--- src/rtl/pqc_operand_issue.sv ---
// PQC operand issue stage: resolves x29/x30/x31, hands them to the PQC core,
// stalls the front end until the result returns. Optional: PQC_TIMEOUT_EN.
module pqc_operand_issue #(
    parameter int XLEN           = 64,
    parameter int TIMEOUT_CYCLES = 1024
) (
    input  logic            clk,
    input  logic            rst,
    input  logic            id_valid,
    input  logic [31:0]     id_inst,
    input  logic            flush,
    input  logic [1:0]      reg29_sel,
    input  logic [1:0]      reg30_sel,
    input  logic [1:0]      reg31_sel,
    input  logic [XLEN-1:0] rf_x29,
    input  logic [XLEN-1:0] rf_x30,
    input  logic [XLEN-1:0] rf_x31,
    input  logic [XLEN-1:0] ex_fwd,
    input  logic [XLEN-1:0] mem_fwd,
    input  logic [XLEN-1:0] wb_fwd,
    output logic            pqc_valid,
    input  logic            pqc_ready,
    output logic [6:0]      pqc_funct7,
    output logic [XLEN-1:0] pqc_a,
    output logic [XLEN-1:0] pqc_b,
    output logic [XLEN-1:0] pqc_c,
    input  logic            pqc_done,
    input  logic [XLEN-1:0] pqc_result,
    output logic            stall,
    output logic            wb_valid,
    output logic [4:0]      wb_rd,
    output logic [XLEN-1:0] wb_data,
    output logic            pqc_err
);

    typedef enum logic [1:0] {
        IDLE  = 2'd0,
        ISSUE = 2'd1,
        BUSY  = 2'd2,
        WB    = 2'd3
    } state_t;

    state_t state, state_nx;

    logic            is_pqc;
    logic            capture;
    logic            result_ld;
    logic            timeout;
    logic [XLEN-1:0] op_a, op_b, op_c;

    function automatic logic [XLEN-1:0] fwd_mux(
        input logic [1:0]      sel,
        input logic [XLEN-1:0] rf_val,
        input logic [XLEN-1:0] ex_val,
        input logic [XLEN-1:0] mem_val,
        input logic [XLEN-1:0] wb_val
    );
        logic [XLEN-1:0] r;
        unique case (sel)
            2'd0:    r = rf_val;
            2'd1:    r = ex_val;
            2'd2:    r = mem_val;
            default: r = wb_val;
        endcase
        return r;
    endfunction

    assign is_pqc = id_valid
                  & (id_inst[6:0] == 7'b0001011)
                  & (id_inst[14:12] == 3'b011);

    assign op_a = fwd_mux(reg29_sel, rf_x29, ex_fwd, mem_fwd, wb_fwd);
    assign op_b = fwd_mux(reg30_sel, rf_x30, ex_fwd, mem_fwd, wb_fwd);
    assign op_c = fwd_mux(reg31_sel, rf_x31, ex_fwd, mem_fwd, wb_fwd);

    assign capture = (state == IDLE) & is_pqc & ~flush;

    // Core result is taken on done in BUSY or on ready+done together in ISSUE
    assign result_ld = ((state == BUSY) & pqc_done)
                     | ((state == ISSUE) & pqc_ready & pqc_done);

`ifdef PQC_TIMEOUT_EN
    localparam int CW = $clog2(TIMEOUT_CYCLES + 1);

    logic [CW-1:0] busy_cnt;

    // Watchdog: cleared on entry to BUSY, counts each BUSY cycle
    always_ff @(posedge clk) begin
        if (rst) begin
            busy_cnt <= '0;
        end else if (state == ISSUE) begin
            busy_cnt <= '0;
        end else if (state == BUSY) begin
            busy_cnt <= busy_cnt + 1'b1;
        end
    end

    assign timeout = (state == BUSY) & ~pqc_done
                   & (busy_cnt == CW'(TIMEOUT_CYCLES - 1));
`else
    assign timeout = 1'b0;
`endif

    // State register
    always_ff @(posedge clk) begin
        if (rst) begin
            state <= IDLE;
        end else begin
            state <= state_nx;
        end
    end

    // Next-state logic
    always_comb begin
        state_nx = state;
        unique case (state)
            IDLE: begin
                if (capture) state_nx = ISSUE;
            end
            ISSUE: begin
                if (pqc_ready & pqc_done) state_nx = WB;
                else if (pqc_ready)       state_nx = BUSY;
                else if (flush)           state_nx = IDLE;
            end
            BUSY: begin
                if (pqc_done | timeout) state_nx = WB;
            end
            WB: begin
                state_nx = IDLE;
            end
            default: state_nx = IDLE;
        endcase
    end

    // Output decode from state
    always_comb begin
        pqc_valid = 1'b0;
        stall     = 1'b0;
        wb_valid  = 1'b0;
        unique case (state)
            IDLE:  stall = is_pqc & ~flush;
            ISSUE: begin
                pqc_valid = 1'b1;
                stall     = 1'b1;
            end
            BUSY:  stall = 1'b1;
            WB:    wb_valid = 1'b1;
            default: ;
        endcase
    end

    // Operand, destination and result latches
    always_ff @(posedge clk) begin
        if (rst) begin
            pqc_a      <= '0;
            pqc_b      <= '0;
            pqc_c      <= '0;
            pqc_funct7 <= '0;
            wb_rd      <= '0;
            wb_data    <= '0;
        end else begin
            if (capture) begin
                pqc_a      <= op_a;
                pqc_b      <= op_b;
                pqc_c      <= op_c;
                pqc_funct7 <= id_inst[31:25];
                wb_rd      <= id_inst[11:7];
            end
            if (result_ld) begin
                wb_data <= pqc_result;
            end else if (timeout) begin
                wb_data <= '0;
            end
        end
    end

`ifdef PQC_TIMEOUT_EN
    // Sticky timeout flag, cleared by the next capture
    always_ff @(posedge clk) begin
        if (rst) begin
            pqc_err <= 1'b0;
        end else if (capture) begin
            pqc_err <= 1'b0;
        end else if (timeout) begin
            pqc_err <= 1'b1;
        end
    end
`else
    assign pqc_err = 1'b0;
`endif

endmodule

--- config.mk ---
export PLATFORM = sky130hd
export DESIGN_NAME = pqc_operand_issue
export DESIGN_NICKNAME = d
export VERILOG_FILES = /design/src/rtl/pqc_operand_issue.sv
export SDC_FILE = /design/constraint.sdc
export NUM_CORES = 1
export LEC_CHECK = 0
export ABC_AREA = 1
export CAP_MARGIN = 20
export CORE_AREA = 2 2 297 299
export CTS_BUF_LIST = sky130_fd_sc_hd__clkbuf_8 sky130_fd_sc_hd__clkbuf_16
export CTS_CLUSTER_DIAMETER = 200
export CTS_CLUSTER_SIZE = 10
export DETAILED_ROUTE_END_ITERATION = 10
export DIE_AREA = 0 0 299 301
export DONT_BUFFER_PORTS = 1
export GPL_TIMING_DRIVEN = 0
export PLACE_DENSITY = 0.33
export SLEW_MARGIN = 20
export SYNTH_ARGS = -nofsm -noshare
export SYNTH_HDL_FRONTEND = slang
export SYNTH_SLANG_ARGS = --single-unit
--- constraint.sdc ---
create_clock -name clk -period 1.8 [get_ports clk]
set_clock_uncertainty 0.1 [all_clocks]
set_input_delay 0.09 -clock clk [delete_from_list [all_inputs] [get_ports clk]]
set_output_delay 0.09 -clock clk [all_outputs]
set_load 0.01 [all_outputs]
* Word level (Yosys, flattened, before mapping)
Index checks and enable logic that the tools add are counted.
** Storage, ports and cells
- Input port bits :: 492
- Output and inout port bits :: 272
- Word-level logic and storage cells :: 50
- Register bits after elaboration :: 270
** Cells by class
- Reductions and logical operators :: 6
- Equal/unequal tests :: 14
- Bitwise operators :: 11
- Mux-type cells :: 12
** Operators by type and width (number)
- $pmux W64 S3 :: 3
- $eq A2 B2 Y1 const B :: 5
- $mux W2 :: 5
- $and A1 B1 Y1 :: 9
- $eq A2 B1 Y1 const B :: 4
- $logic_not A2 Y1 :: 4
- $pmux W2 S4 :: 1
- $eq A7 B4 Y1 const B :: 1
- $ne A2 B2 Y1 const B :: 2
- $ne A4 B3 Y1 const B :: 1
- $eq A3 B2 Y1 const B :: 1
- $reduce_and A3 Y1 :: 1
- $mux W1 :: 2
- $pmux W1 S2 :: 1
- $reduce_or A2 Y1 :: 1
- $not A1 Y1 :: 1
- $or A1 B1 Y1 :: 1

* Longest topological paths before layout
- Depth after elaboration :: 7
- Gate-level depth with buffers :: 11
- Mapped depth without buffers :: 10

* Least setup slack after synthesis
OpenSTA, ideal clock, no wires.
- Path type :: reg2reg
- Start :: reg state[0]
- End :: reg pqc_a[33]
- Stages on the path, launching flop included :: 11
- Path slack :: 0.079 ns
- Clock period less this slack :: 1.721 ns
- Required time :: 1.584 ns
- Path buffers :: 2
- Library setup time :: 0.116 ns
- Data arrival time :: 1.506 ns
- Cells stage by stage :: dfxtp_1 -> inv_1 -> ha_1 -> nand2_1 -> nor2_1 -> nand2_2 -> clkinv_2 -> buf_6 -> buf_6 -> o21ai_0 -> nor2_1
** Between the ends
- Longest elaborated chain between the ends :: 3
** RTL lines
- from (decl) :: line 43 : state_t state, state_nx;
- from (signal assigned) :: line 109 : state <= state_nx;
- $logic_not A2 Y1 :: line 76 : assign capture = (state == IDLE) & is_pqc & ~flush;
- $and A1 B1 Y1 (2 in a row) :: line 76
- to (signal assigned) :: line 163 : pqc_a <= op_a;
- to (decl) :: line 24 : output logic [XLEN-1:0] pqc_a,
No other way between the ends.
A chain may end at the register's enable or synchronous reset.

* Final worst setup path
- Start :: reg state[0]
- End :: out stall
** Between the ends
- Longest elaborated chain between the ends :: 3
- Elaborated cells between the ends (all ways) :: 5
- Classes of those cells :: eq/ne (2); mux (1); reduce/logical (2)
** RTL lines
- $eq A2 B2 Y1 / $eq A2 B1 Y1 (equally long branches) :: line 140 : unique case (state)
- $reduce_or A2 Y1 (no line)
- $pmux W1 S2 * :: line 140
- to (decl) :: line 29 : output logic stall,
Mark *: on every way between the ends. The rest lies on a longest branch, timed or not.

==> run_results.csv <==
group,metric,value,unit
status,status,"finished with violations",
status,failed_checks,"negative setup slack",
power_and_ir_drop,combPwrFrac,0.240,
clocking,cts_buffer_depth,3,
setup_path,cpMostUsedCell,"nor2_4",
power_and_ir_drop,p_switching,5.24,mW
timing,maxSlewViolCount,0,
power_and_ir_drop,switching_share,0.329,
job,drv_cap,0,
setup_path,crit_path_max_incr_delay,0.37,ns
final_layout,drive_gt1_frac,0.213,
global_route,grt_max_degree,17,
power_and_ir_drop,pwr-share-clk,0.365,
final_layout,fin_cells,4027,
setup_path,crit_buf_inv,4,
setup_path,cpMaxStageDelayCell,"dfxtp_4",
synthesis,synthDistinctLibCells,26,
route,vias_per_cell,4.89,
route,wl_per_cell,31.1,um
route,drc,0,
placed_design,dpl.hpwl,93.3,mm
global_route,antenna_found_initial,13,
setup_path,cp_max_fo,3,
floorplan,die_area,0.0900,mm2
power_and_ir_drop,intPower,10.7,mW
global_route,grt_pass1_wl,164,mm
global_route,grt_pass1_vias,19700,
power_and_ir_drop,power,15.9,mW
timing,finalHoldViolCount,0,
placed_design,numPortBuffers,0,
synthesis,synth.top_cell.area_share,0.373,
floorplan,io_pins,764,
final_layout,final_util,0.305,
synthesis,syn_area,0.0145,mm2
power_and_ir_drop,powerDensity,604,mW/mm2
clocking,clkSinkCount,270,
route,drtAntennaViolNets,0,
route,drt-total-wl,125,mm
placed_design,dp_cells,3362,
timing,fin_hold_ws,0.0305,ns
final_layout,fin_nets,3363,
timing,slew_headroom,0.221,
clocking,ctsRootBufferMaster,"clkbuf_16",
setup_path,path_cells,"inv_4, ha_4, nand2_4, nor2_4, nand2_4, clkinv_8, buf_12, buf_8, nor2_4, nor2_4",
setup_path,required,1.61,ns
timing,fin_setup_tns,-18.94,ns
route,first_pass_iters,5,
floorplan,die_h,301,um
placed_design,place_congestion,0.916,
timing,timing.final.crit_share,1.16,
power_and_ir_drop,ir_worst_vdd,745,uV
timing,rsz0062_at_grt,"true",
route,vias,19700,
timing,timing.final.ws_setup,-0.283,ns
synthesis,synth_area_leader_cell,"dfxtp_1",
synthesis,syn_avg_cell_area,6.57,um2
power_and_ir_drop,p_leak,10.2,nW
synthesis,seq_area_frac_synth,0.373,
synthesis,ys_warn_count,0,
synthesis,postSynthCellCount,2206,
clocking,htree_levels,1,
floorplan,die_width,299,um
timing,finalSetupViolCount,212,
setup_path,startpoint_type,"register",
floorplan,placementRows,108,
min_path,holdCritPathClass,"in2reg",
power_and_ir_drop,p_seq_frac,0.394,
floorplan,initial_core_util,0.168,
timing,finalCriticalPeriod,2.08,ns
final_layout,syn2layout_area_growth,81.7,%
setup_path,end_kind,"output port",
global_route,grt_use_total,0.261,
floorplan,coreArea,0.0865,mm2
global_route,grt.overflow.total,0,
timing,worstMarginPinSlew,1.17,ns
clocking,cts_tree,"yes",
setup_path,path_class,"reg2out",
clocking,clk_pin_slew,0.06,ns
synthesis,ys_ff_latch,270,
setup_path,critPathTopFamily,"simple AND/OR/NAND/NOR gates",
route,drt_iter0_drc,1500,
setup_path,cp.arrival,1.89,ns
clocking,numCtsBuffers,30,
synthesis,syn-num-nets,2703,
clocking,clk-insertion-delay-late,0.63,ns
timing,max_freq,480,MHz
final_layout,num-fill-cells,9443,
synthesis,synthTopCellsByArea,"dfxtp_1 37%, nor2_1 12%, nand2_1 11%, o21ai_0 10%, o221ai_1 6.8%",
[routing by layer]
metal	wire, um	track usage	part of all wire
met5	60	0	0.00048
met4	3940	0.0732	0.031
met3	10800	0.0727	0.086
met2	59300	0.442	0.47
met1	51100	0.323	0.41
[final cells by class]
type,instances,area (um2),share of cell area
multi-input cells,1587,9480,0.360
inverters,183,709,0.0269
well taps,1155,1450,0.0549
plain buffers,165,1530,0.0581
diodes,7,17.5,0.000665
repair buffers,628,6960,0.264
clock inverters,1,30.0,0.00114
clock buffers,30,751,0.0285
flip-flops and latches,270,5410,0.205
repair inverters,1,7.51,0.000285
[cells by family after synthesis]
logic type | after synthesis | synth area share
simple gates | 1004 | 0.271
buf+inv | 349 | 0.112
compound gates | 577 | 0.240
flops | 270 | 0.373
fa+ha+maj | 5 | 0.00432
other cells | 1 | 0.000259
[worst reg2reg max path, cell delays in order, from the launching register on]
cell and delay (ns):
dfxtp_4 0.36, inv_4 0.06, ha_4 0.14, nand2_4 0.06, nor2_4 0.10, nand2_4 0.10
buf_4 0.16, buf_6 0.13, clkbuf_16 0.18, buf_16 0.17, nor3_4 0.30, nor2_1 0.08
[cells in the final DEF, fill, tap and decap left out, drive strengths merged]
cell type	instances
dlygate4sd3	545
nor2	477
nand2	420
o21ai	328
dfxtp	270
inv	180
buf	174
o221ai	112
clkbuf	104
a21oi	69
nor3	67
o211ai	64
nand3	34
diode	7
ha	5
nand4	4
o22ai	4
clkinv	4
nand3b	2
conb	1
clkinvlp	1
[flip-flops by register name, indices dropped and copies added (netlist names), named ones only]
signal      count
pqc_a          64
pqc_b          64
pqc_c          64
wb_data        64
pqc_funct7      7
wb_rd           5
state           1
[what timing repair did]
| action | 4_1_cts | 5_1_grt |
|---|---|---|
| pin swaps | 63 | 109 |
| hold endpoints to repair | 270 | 0 |
| gates resized for setup | 543 | 381 |
| setup endpoints to repair | 269 | 260 |
| gates cloned | 24 | 15 |
| setup buffers | 24 | 27 |
| hold buffers | 545 | 0 |
[synthesized netlist by cell type]
cell type	n
nand3_1	34
inv_2	7
clkbuf_1	72
clkinv_2	1
buf_1	2
buf_6	26
nand4_1	4
o211ai_1	64
buf_4	14
nor3_1	67
conb_1	1
dfxtp_1	270
inv_4	1
nor2_1	477
nand2_1	417
o22ai_1	4
o221ai_1	112
o21ai_0	297
o21ai_1	31
nand3b_1	2
clkinv_1	2
ha_1	5
inv_1	172
buf_2	52
nand2_2	3
a21oi_1	69
[through the flow]
| stage | worst slack (ns) | area, um2 |
|---|---|---|
| 2_1_floorplan | 0.0786 | 14500 |
| 3_3_place_gp | -1.26 | 15900 |
| 3_5_place_dp | -1.33 | 16000 |
| 4_1_cts | -0.366 | 24400 |
| 5_1_grt | -0.390 | 26300 |
| 6_report | -0.283 | 26300 |
[power groups by stage]
stage	clock network [mW]	logic [mW]	registers, mW
floorplan	0	1.15	6.35
global placement	0	1.98	6.40
detailed placement	0	2.01	6.40
CTS	6.03	3.42	6.26
global route	6.21	4.04	6.28
finish	5.81	3.82	6.27
[final timing paths]
path	end	cells after the start	from	slack (ns)
setup / recovery	stall	10	state[0]	-0.28
hold / removal	pqc_c[0]	5	reg31_sel[0]	0.03
setup reg to reg	pqc_a[10]	11	state[0]	-0.25
hold reg to reg	wb_rd[1]	2	wb_rd[1]	0.43
No activity file was read; power rests on OpenSTA's default activity.
